[config.mk]
export PLATFORM = sky130hd
export DESIGN_NAME = day1_safe
export DESIGN_NICKNAME = d
export VERILOG_FILES = /design/src/rtl/day1_safe.sv
export SDC_FILE = /design/constraint.sdc
export NUM_CORES = 1
export LEC_CHECK = 0
export ABC_CLOCK_PERIOD_IN_PS = 6500
export BUFFER_PORTS_ARGS = -buffer_cell sky130_fd_sc_hd__buf_4
export CELL_PAD_IN_SITES_DETAIL_PLACEMENT = 0
export CELL_PAD_IN_SITES_GLOBAL_PLACEMENT = 1
export CORE_ASPECT_RATIO = 0.5
export CORE_UTILIZATION = 43
export CTS_CLUSTER_DIAMETER = 100
export DETAILED_ROUTE_END_ITERATION = 6
export GPL_TIMING_DRIVEN = 1
export PLACE_DENSITY_LB_ADDON = 0.1
export SLEW_MARGIN = 40
export SYNTH_ARGS = -nofsm -noshare
export SYNTH_HDL_FRONTEND = slang
export SYNTH_SLANG_ARGS = --single-unit
[constraint.sdc]
create_clock -name clk -period 6.5 [get_ports clk]
set_clock_uncertainty 0.15 [all_clocks]
set_input_delay 0.325 -clock clk [delete_from_list [all_inputs] [get_ports clk]]
set_output_delay 0.325 -clock clk [all_outputs]
set_load 0.1 [all_outputs]
[src/rtl/day1_safe.sv]
// Circular 0..99 dial accumulator counting landings on 0; DAY1_CLICK_COUNT_EN also counts passes through 0.
// One instruction per cycle when valid, pos/result registered with 1-cycle latency, no back-pressure.
module day1_safe #(
  parameter int unsigned START_POS = 50,
  parameter int unsigned DIAL_SIZE = 100
) (
  input  logic        clk,
  input  logic        rst,
  input  logic        valid,
  input  logic        dir,
  input  logic [15:0] amt,
  output logic [6:0]  pos,
  output logic [31:0] result
);

  localparam logic [7:0]  LP_DIAL   = 8'(DIAL_SIZE);
  localparam logic [15:0] LP_DIAL16 = 16'(DIAL_SIZE);
  localparam logic [6:0]  LP_START  = 7'(START_POS);

  logic [6:0]  r_pos;
  logic [31:0] r_result;

  logic [6:0]  w_step;
  logic [7:0]  w_sum;
  logic [6:0]  w_pos_next;
  logic [31:0] w_incr;
`ifdef DAY1_CLICK_COUNT_EN
  logic [15:0] w_quot;
  logic        w_edge;
`endif

  always_comb begin
    w_step = 7'(amt % LP_DIAL16);
    // Left rotation is done as adding the complement so both directions share one wrap stage.
    if (dir) begin
      w_sum = {1'b0, r_pos} + {1'b0, w_step};
    end else begin
      w_sum = {1'b0, r_pos} + LP_DIAL - {1'b0, w_step};
    end
    if (w_sum >= LP_DIAL) begin
      w_pos_next = 7'(w_sum - LP_DIAL);
    end else begin
      w_pos_next = w_sum[6:0];
    end
  end

`ifdef DAY1_CLICK_COUNT_EN
  always_comb begin
    w_quot = amt / LP_DIAL16;
    w_edge = 1'b0;
    if (w_step != 7'd0) begin
      if (dir) begin
        w_edge = (w_sum >= LP_DIAL);
      end else begin
        // Starting on 0 and moving left does not pass 0 again within the partial turn.
        w_edge = (r_pos != 7'd0) && (w_step >= r_pos);
      end
    end
    w_incr = 32'(w_quot) + 32'(w_edge);
  end
`else
  always_comb begin
    w_incr = (w_pos_next == 7'd0) ? 32'd1 : 32'd0;
  end
`endif

  always_ff @(posedge clk or posedge rst) begin
    if (rst) begin
      r_pos    <= LP_START;
      r_result <= 32'd0;
    end else if (valid) begin
      r_pos    <= w_pos_next;
      r_result <= r_result + w_incr;
    end
  end

  assign pos    = r_pos;
  assign result = r_result;

endmodule

==> out/results.tsv <==
stage	metric	value	unit
clocking	clkLatencyLatePin	0.28	ns
floorplan	die_y	77.5	um
clocking	clock_sinks	39	
outcome	violations	negative setup slack	
sta	final-hold-violation-count	0	
setup_path	reg2reg_from	pos[1]$_DFFE_PP1P_	
clocking	clkTransAtPathRegs	0.06	ns
detailed_routing	drtIter0Drc	243	
sta	rsz0062_at_grt	true	
placed_design	dp_cells	950	
detailed_routing	num_vias	5760	
synth	ys_types	100	
floorplan	fp.coreArea	11000	sq um
placed_design	hpwl	11100	um
placed_design	gp_congestion	0.907	
clocking	numCtsBuffers	5	
synth	syn-instance-count	602	
outcome	outcome	finished, violations left	
detailed_routing	wire_per_inst	16.1	um
floorplan	ioPinCount	59	
final_layout	final_common_cell	buf_4	
clocking	h-tree-depth	2	
final_layout	fin_nets	924	
sta	finalSetupViolCount	37	
detailed_routing	drtAntennaViolNets	0	
final_layout	antenna_cells	0	
synth	netlist_area	4900	sq um
synth	syn_avg_cell_area	8.14	sq um
floorplan	start_util	0.444	
final_layout	fin_cells	1022	
setup_path	r2r_end	result[30]$_DFFE_PP0P_	
grt	grt_pass1_vias	5484	
setup_path	worst_path_max_delay_cell	a311o_2	
grt	grt_max_degree	40	
grt	grt.overflow.total	0	
setup_path	critPathLaunchType	primary input	
setup_path	critical_path_class	primary input to flop	
detailed_routing	drc	0	
setup_path	crit_path_frequent_cell	buf_4	
hold_path	hold_path.class	primary input to async pin	
synth	synth_edf_count	0	
synth	synth_seq_area_share	0.200	
grt	grtUsageTotal	0.264	
placed_design	dp_slack	-4.01	ns
synth	synthFlopType	dfrtp_1	
final_layout	most-common-layout-cells	buf_4 (268), nand2_1 (44), dfrtp_1 (36)	
clocking	holdBufCountCts	0	
sta	timing.final.crit_share	1.55	
sta	slew_headroom	0.619	
clocking	cts_root_buf	clkbuf_16	
run	maxCapViolations	0	
clocking	clockBufferDepth	2	
final_layout	layout-drive-gt1-share	0.523	
synth	syn_nets	650	
clocking	cts_tree	done	
sta	tightest_slew	0.564	ns
setup_path	worst-r2r-setup-slack	1.10	ns
final_layout	fillers	780	
sta	max_freq	99.0	MHz
placed_design	port_buffers	58	
setup_path	critPathTopFamily	simple AND/OR/NAND/NOR gates	
setup_path	cp_num_buf_inv	8	
sta	hold-worst-slack	0.0128	ns
sta	maxSlewViolCount	0	
floorplan	num_rows	27	
setup_path	cp_slowest_stage_delay	0.45	ns
floorplan	die_x	153	um
setup_path	cp-end-kind	flop	
final_layout	finish.utilization	0.748	
setup_path	arrival	10.16	ns
synth	ys_ff_latch	39	
grt	antenna_found_initial	0	
sta	fin_crit	10.10	ns
synth	async_flop_share	1.00	
detailed_routing	via_per_inst	5.64	
setup_path	path_max_fanout	15	
floorplan	fp.dieArea	11900	sq um
final_layout	area_growth	68.6	%
setup_path	worst_ep_required_time	6.55	ns
synth	yosys_warnings	0	
sta	setup_ws	-3.60	ns
setup_path	r2r_cells	23	
grt	grt_first_pass_wirelength	26000	um
detailed_routing	wl	16400	um
detailed_routing	first_pass_iters	5	
==> how the worst max path moves through the flow <==
stage,depth (start not counted),to,from
4_1_cts,46,result[30]$_DFFE_PP0P_,amt[11]
2_1_floorplan,46,result[30]$_DFFE_PP0P_,amt[12]
5_1_grt,48,result[30]$_DFFE_PP0P_,amt[12]
3_5_place_dp,46,result[30]$_DFFE_PP0P_,amt[15]
3_3_place_gp,46,result[30]$_DFFE_PP0P_,amt[15]
6_report,47,result[30]$_DFFE_PP0P_,amt[13]
==> kinds of logic after synthesis <==
logic type | share of synthesized area
simple gates | 0.223
flops | 0.200
mux | 0.0436
fa+ha+maj | 0.0858
xor+xnor | 0.0983
buf+inv | 0.0638
compound gates | 0.286
==> stage by stage <==
step	instance area, sq um	setup TNS [ns]
2_1_floorplan	5090	-106.28
3_3_place_gp	6840	-115.77
3_5_place_dp	6840	-122.08
4_1_cts	7790	-100.33
5_1_grt	8260	-124.70
6_report	8260	-109.28
==> state kept, by name (all words and copies together), names as in the netlist <==
register	cells
result	32
pos	7
==> per-layer routing <==
layer	track usage	share of wire	vias to the layer above
met5	0	0	-
met4	0.0566	0.011	0
met3	0.0218	0.036	19
met2	0.478	0.50	150
met1	0.345	0.46	2794
li1	-	-	2797
==> cells in the mapped netlist (5+ instances only) <==
cell | count | area (sq um)
mux2_2 | 7 | 78.8
ha_1 | 26 | 325
nand4_1 | 7 | 43.8
nand2b_1 | 6 | 37.5
o21ai_0 | 25 | 125
dfrtp_1 | 36 | 901
o211a_1 | 5 | 50.1
xnor2_1 | 38 | 333
or3_1 | 12 | 75.1
or2_2 | 5 | 31.3
nand2_1 | 47 | 176
nor2_1 | 40 | 150
o21bai_1 | 7 | 52.6
o21ai_1 | 5 | 25.0
buf_2 | 15 | 75.1
nor4_1 | 5 | 31.3
clkbuf_1 | 6 | 22.5
a211oi_1 | 5 | 37.5
nor3_1 | 17 | 85.1
xor2_1 | 17 | 149
and3_1 | 8 | 50.1
nand3_1 | 16 | 80.1
and2_1 | 7 | 43.8
o211ai_1 | 12 | 90.1
mux2i_1 | 12 | 120
inv_1 | 36 | 135
a22oi_1 | 6 | 45.0
o22ai_1 | 6 | 37.5
a21oi_1 | 37 | 185
==> tightest hold or removal path, delay by kind of cell <==
kind                   cells  cell delay (ns)
buffers and inverters      3             0.57
==> final cells by class <==
class                           instances  area, sq um  share of cell area
Inverter                               36          135              0.0164
Tap cell                              145          181              0.0220
Multi-Input combinational cell        498         4400               0.532
Clock buffer                            5          125              0.0151
Timing Repair Buffer                  296         2400               0.290
Sequential cell                        39          980               0.119
Clock inverter                          3         43.8             0.00530
==> repair_timing <==
| action | in CTS | in global routing |
|---|---|---|
| gates resized for setup | 99 | 65 |
| pin swaps | 52 | 59 |
| buffers inserted | 42 | 21 |
| gates cloned | 2 | 1 |
| endpoints found under the setup margin | 37 | 37 |
| endpoints found under the hold margin | 0 | 0 |
Power is left out: the tool's default activity adds up to more than one toggle a clock period on the data nets, which glitch-free logic cannot reach.
